===== src/rtl/sp_frame_tx.sv =====
// Transmit framer: buffers payload bytes, then emits SYNC, escaped count, escaped body
// and an optional SP_END tail (enabled by `define SPFRAME_TAIL_EN) into the uart TX path.
module sp_frame_tx #(
    parameter int          DATAMAXBYTES = 10,
    parameter logic [7:0]  SP_SYNC      = 8'b01111110,
    parameter logic [7:0]  SP_ESC       = 8'b00000010,
    parameter logic [7:0]  SP_END       = 8'b00000011
) (
    input  logic       CLK,
    input  logic       reset,
    input  logic       wr_en,
    input  logic [7:0] wr_data,
    output logic       wr_err,
    input  logic       send,
    output logic       busy,
    output logic       frame_done,
    output logic [7:0] buf_count,
    output logic [7:0] tx_data,
    output logic       ld_tx_data,
    input  logic       tx_empty
);

    localparam int AW    = (DATAMAXBYTES > 1) ? $clog2(DATAMAXBYTES) : 1;
    localparam int DEPTH = 2 ** AW;
    localparam logic [7:0] MAXCOUNT = 8'(DATAMAXBYTES);

    typedef enum logic [2:0] {IDLE, SYNC, BCNT, BODY, TAIL, DONE} state_t;

    state_t     state, stateNext;
    logic [7:0] payload [DEPTH];
    logic [7:0] bufCount, bufCountNext;
    logic [7:0] frameLen, frameLenNext;
    logic [7:0] idx, idxNext;
    logic [7:0] txData, txDataNext;
    logic       ldTx, ldTxNext;
    logic       gap, gapNext;
    logic       escSent, escSentNext;
    logic       busyR, busyNext;
    logic       wrErr, wrErrNext;
    logic       frameDone, frameDoneNext;
    logic       wrAccept;
    logic       escNeeded;
    logic [7:0] curByte;
    state_t     afterBody;

`ifdef SPFRAME_TAIL_EN
    assign afterBody = TAIL;
`else
    assign afterBody = DONE;
`endif

    always_comb begin
        stateNext     = state;
        bufCountNext  = bufCount;
        frameLenNext  = frameLen;
        idxNext       = idx;
        txDataNext    = txData;
        ldTxNext      = 1'b0;
        gapNext       = gap;
        escSentNext   = escSent;
        busyNext      = busyR;
        frameDoneNext = 1'b0;
        curByte       = 8'h00;

        // Writes only land while idle; anything else is reported one cycle later.
        wrAccept  = wr_en && (state == IDLE) && (bufCount != MAXCOUNT);
        wrErrNext = wr_en && !wrAccept;
        if (wrAccept) begin
            bufCountNext = bufCount + 8'd1;
        end

        case (state)
            SYNC:    curByte = SP_SYNC;
            BCNT:    curByte = frameLen;
            BODY:    curByte = payload[idx[AW-1:0]];
            TAIL:    curByte = SP_END;
            default: curByte = 8'h00;
        endcase
        escNeeded = ((state == BCNT) || (state == BODY)) && !escSent &&
                    ((curByte == SP_SYNC) || (curByte == SP_ESC));

        case (state)
            IDLE: begin
                if (send) begin
                    frameLenNext = bufCount + {7'd0, wrAccept};
                    idxNext      = 8'd0;
                    escSentNext  = 1'b0;
                    gapNext      = 1'b0;
                    busyNext     = 1'b1;
                    stateNext    = SYNC;
                end
            end
            SYNC, BCNT, BODY, TAIL: begin
                if (ldTx) begin
                    // Load cycle: decide the next byte while the uart latches this one.
                    gapNext = 1'b1;
                    if (escNeeded) begin
                        escSentNext = 1'b1;
                    end else begin
                        escSentNext = 1'b0;
                        case (state)
                            SYNC: stateNext = BCNT;
                            BCNT: stateNext = (frameLen == 8'd0) ? afterBody : BODY;
                            BODY: begin
                                if (idx == frameLen - 8'd1) begin
                                    stateNext = afterBody;
                                end else begin
                                    idxNext = idx + 8'd1;
                                end
                            end
                            default: stateNext = DONE;
                        endcase
                    end
                end else if (gap) begin
                    gapNext = 1'b0;
                end else if (tx_empty) begin
                    ldTxNext   = 1'b1;
                    txDataNext = escNeeded ? SP_ESC : curByte;
                end
            end
            DONE: begin
                frameDoneNext = 1'b1;
                busyNext      = 1'b0;
                bufCountNext  = 8'd0;
                stateNext     = IDLE;
            end
            default: stateNext = IDLE;
        endcase
    end

    always_ff @(posedge CLK or posedge reset) begin
        if (reset) begin
            state     <= IDLE;
            bufCount  <= 8'd0;
            frameLen  <= 8'd0;
            idx       <= 8'd0;
            txData    <= 8'd0;
            ldTx      <= 1'b0;
            gap       <= 1'b0;
            escSent   <= 1'b0;
            busyR     <= 1'b0;
            wrErr     <= 1'b0;
            frameDone <= 1'b0;
        end else begin
            state     <= stateNext;
            bufCount  <= bufCountNext;
            frameLen  <= frameLenNext;
            idx       <= idxNext;
            txData    <= txDataNext;
            ldTx      <= ldTxNext;
            gap       <= gapNext;
            escSent   <= escSentNext;
            busyR     <= busyNext;
            wrErr     <= wrErrNext;
            frameDone <= frameDoneNext;
        end
    end

    always_ff @(posedge CLK or posedge reset) begin
        if (reset) begin
            for (int k = 0; k < DEPTH; k++) begin
                payload[k] <= 8'd0;
            end
        end else if (wrAccept) begin
            payload[bufCount[AW-1:0]] <= wr_data;
        end
    end

    assign wr_err     = wrErr;
    assign busy       = busyR;
    assign frame_done = frameDone;
    assign buf_count  = bufCount;
    assign tx_data    = txData;
    assign ld_tx_data = ldTx;

endmodule


===== config.mk =====
export PLATFORM = sky130hd
export DESIGN_NAME = sp_frame_tx
export DESIGN_NICKNAME = d
export VERILOG_FILES = /design/src/rtl/sp_frame_tx.sv
export SDC_FILE = /design/constraint.sdc
export NUM_CORES = 1
export LEC_CHECK = 0
export BUFFER_PORTS_ARGS = -buffer_cell sky130_fd_sc_hd__buf_2
export CAP_MARGIN = 15
export CORE_MARGIN = 2
export CORE_UTILIZATION = 60
export CTS_CLUSTER_SIZE = 14
export DETAILED_ROUTE_END_ITERATION = 10
export PLACE_DENSITY = 0.78
export SLEW_MARGIN = 10
export SYNTH_ARGS = -nofsm -noshare
export SYNTH_HDL_FRONTEND = slang
export SYNTH_SLANG_ARGS = --single-unit

===== constraint.sdc =====
create_clock -name CLK -period 7.38 [get_ports CLK]
set_clock_uncertainty 0.1 [all_clocks]
set_input_delay 0.738 -clock CLK [delete_from_list [all_inputs] [get_ports CLK]]
set_output_delay 0.738 -clock CLK [all_outputs]
set_load 0.1 [all_outputs]

==> out/results.txt <==
Status - finished clean
Pwr dens - 417 nW/um2
Highest Signal Layer - met5
Htree depth - 4
CTS tree - yes
Unrepaired setup endpoints after global routing - no
Synth area leaders - dfrtp_1 (50%), mux2_2 (17%), mux4_2 (5.1%), mux2i_1 (3.1%), nand2_1 (1.9%)
Ys async rst share - 100%
Buffers on Ports - 32
Post-Synth Adder-Cell Area - 1.34%
Setup WS pre-CTS - 3.57 ns
Number of synthesized register bits - 169
Req. time, crit path - 7.60 ns
Congestion Overflow GR - 0
Post-Route WL - 19.9 mm
GRT Total Usage - 28.8%
CP top delay family - multiplexers
Core box area - 13800 um2
R2r setup slk - 3.51 ns
Die width - 122 um
Max_cap viols - 0
Die area - 15000 um2
Area share of the largest cell type after synthesis - 50.4%
Layout area overhead - 10.0%
YS warnings - 0
Initial Util - 60.9%
Clock transition at path regs - 0.07 ns
Final HPWL DP - 13.0 mm
Wl on met1 - 8.56 mm
Critical path depth in cells - 9
Top cell type by total area after synthesis - dfrtp_1
Critical Path Slowest Stage Cell - mux4_4
Mux cell area share after synthesis - 27.3%
Final setup fails - 0
Final period util - 52.4%
Fin crit period - 3.87 ns
Crit path launch - idx[0]$_DFFE_PP0P_
WL/cell - 22.8 um
Vias per cell - 6.41
Slew HR - 38.7%
Vias in the first global route - 5786
Post-cts resize count - 0
Netlist Area Pre-Place - 8390 um2
Post-CTS Hold Buffers - 0
Metal3 WL - 847 um
Fin Setup TNS - 0 ns
Largest net degree at the start of global routing - 89
Top FF cell, synth - dfrtp_1
Post-synthesis cell type count - 64
Worst path buffer plus inverter count - 1
Root buffer cell - clkbuf_16
Average size of a mapped cell - 12.6 um2
Cts bufs inserted - 17
Max stage delay on crit path - 0.68 ns
Mapped Nets - 686
RR Endpoint - state[1]$_DFFE_PP0P_
Max VDD drop - 0.000236 V
First-pass iteration count of the detailed router - 5
Final Hold Viols - 0
Share of layout cells above drive strength 1 - 32.9%
Worst Hold Class - input pin to asynchronous set/reset pin
Num rows - 43
Crit path cell chain - buf_4 > mux4_4 > mux2i_1 > o211ai_1 > a31oi_1 > nor4b_4 > a32o_1 > nor3_1 > mux2_1
R2R depth - 9
Hold slack - 0.338 ns
Height of the die - 122 um
RePlAce Congestion - 0.928
CP endpoint - state[1]$_DFFE_PP0P_
Crit Path Max Fanout - 25
Ports - 33
Compound-Gate Fraction of Synth Area - 6.98%
Clock sink count - 169
Tightest Pin Transition - 0.918 ns
Critical Path AT - 4.09 ns
Clock Path Buffers - 2
Kind of critical path - flip-flop to flip-flop
Antenna Cells - 0
Crit. End Element - flip-flop
Setup ws final - 3.51 ns
Fillers - 1026
Worst reg2reg startpoint - idx[0]$_DFFE_PP0P_
First-pass GRT wire length - 31.5 mm
Antenna violations before repair - 1
Leakage Power - 0.00429 uW
Post-synth EDFFs - 0
Setup bufs post-CTS - 0
DRT iter0 DRCs - 459
Slew Limit Fails - 0
Synth Instances - 664
Met2 WL - 9.83 mm
# nets final - 700
DR vias - 5576
Skew-Pair Late Insertion Delay - 0.44 ns
Critical path startpoint category - flip-flop
Post-Synth Simple-Gate Area - 8.88%
Remaining DRCs - 0
Seq/Total Area, Yosys - 50.4%
Largest family of logic cells by synthesized area - multiplexers
Fmax - 259 MHz
Synth Area in XOR/XNOR - 2.40%
Post-route ant nets - 0
-- Yosys cell counts (8+ instances only) --
cell	instances
a21oi_1	15
clkbuf_1	33
dfrtp_1	169
ha_1	9
inv_1	11
mux2_2	129
mux2i_1	26
mux4_2	19
nand2_1	42
nand3_1	11
nor2_1	31
nor2b_1	9
nor3_1	8
o21ai_0	10
o31ai_1	13
xnor2_1	11
xor2_1	12
-- cell type report --
class	count	area, um2	share of cell area (%)
clock buffer	20	457	4.95
multi-input combinational	439	3940	42.7
tap	180	225	2.44
sequential	169	4230	45.8
inverter	14	57.6	0.623
timing repair buffer	37	218	2.36
clock inverter	11	110	1.19
-- worst min path at each step --
stage | start | end | slack [ns] | cells after the start
2_1_floorplan | payload[97]$_DFFE_PP0P_ | payload[97]$_DFFE_PP0P_ | 0.36 | 1
3_3_place_gp | busy$_DFFE_PP0P_ | busy$_DFFE_PP0P_ | 0.35 | 1
3_5_place_dp | tx_data[2]$_DFFE_PP0P_ | tx_data[2]$_DFFE_PP0P_ | 0.37 | 2
4_1_cts | reset | tx_data[1]$_DFFE_PP0P_ | 0.37 | 2
5_1_grt | reset | ld_tx_data$_DFF_PP0_ | 0.40 | 2
6_report | reset | tx_data[6]$_DFFE_PP0P_ | 0.34 | 2
-- sequential cells by signal, indices dropped and copies added (netlist names) --
name	count
tx_data	8
state	3
frame_done	1
busy	1
escSent	1
buf_count	8
frameLen	8
payload	128
wr_err	1
ld_tx_data	1
idx	8
gap	1
-- kinds of logic (layout without fill, tap and decap cells) --
kind of cell	count (synthesis)	after routing
DFF	169	169
adders and majority gates	9	9
AOI/OAI and AO/OA	85	85
muxes	181	181
and+or+nand+nor	141	141
xor gates and xnor gates	23	23
buffers and inverters	56	82
-- power by group --
group          internal (uW)  switching, uW  total, uW
sequential              1190            261       1450
combinational            623            917       1540
clock                    486            380        865
-- placed cells by master, fill, tap and decap left out, types with 7 or more instances in the layout --
master,instances
a31oi_1,7
nand3_1,11
buf_2,32
ha_1,9
dfrtp_1,169
and3_1,7
xor2_1,12
o21ai_1,7
nor2b_1,9
nor3_1,8
mux2i_1,26
o31ai_1,13
mux2_2,129
clkbuf_16,17
nand2_1,42
xnor2_1,11
inv_1,10
mux4_2,19
a21oi_1,15
nor2_1,31
o21ai_0,10
-- per-stage QoR --
stage | utilization [%] | std cells | instance area [um2] | total power, uW
after floorplan | - | 664 | 8390 | 2620
after global placement | 62.7 | 838 | 8640 | 2920
after CTS | 66.9 | 869 | 9210 | 3850
after detailed placement | 62.7 | 838 | 8640 | 2980
after global routing | 67.1 | 870 | 9240 | 4050
final | 67.1 | 870 | 9240 | 3850
-- worst reg2reg max path, stage by stage (launching register included) --
cell	delay (ns)
dfrtp_1	0.50
buf_4	0.44
mux4_4	0.69
mux2i_1	0.19
o211ai_1	0.13
a31oi_1	0.44
nor4b_4	0.10
a32o_1	0.45
nor3_1	0.34
mux2_1	0.36
-- layer usage --
layer	track usage, %	vias up
met1	37.9	2902
met4	13.4	2
met3	6.83	42
li1	-	2462
met2	45.7	168
met5	0	-
(Power assumes the default switching activity.)
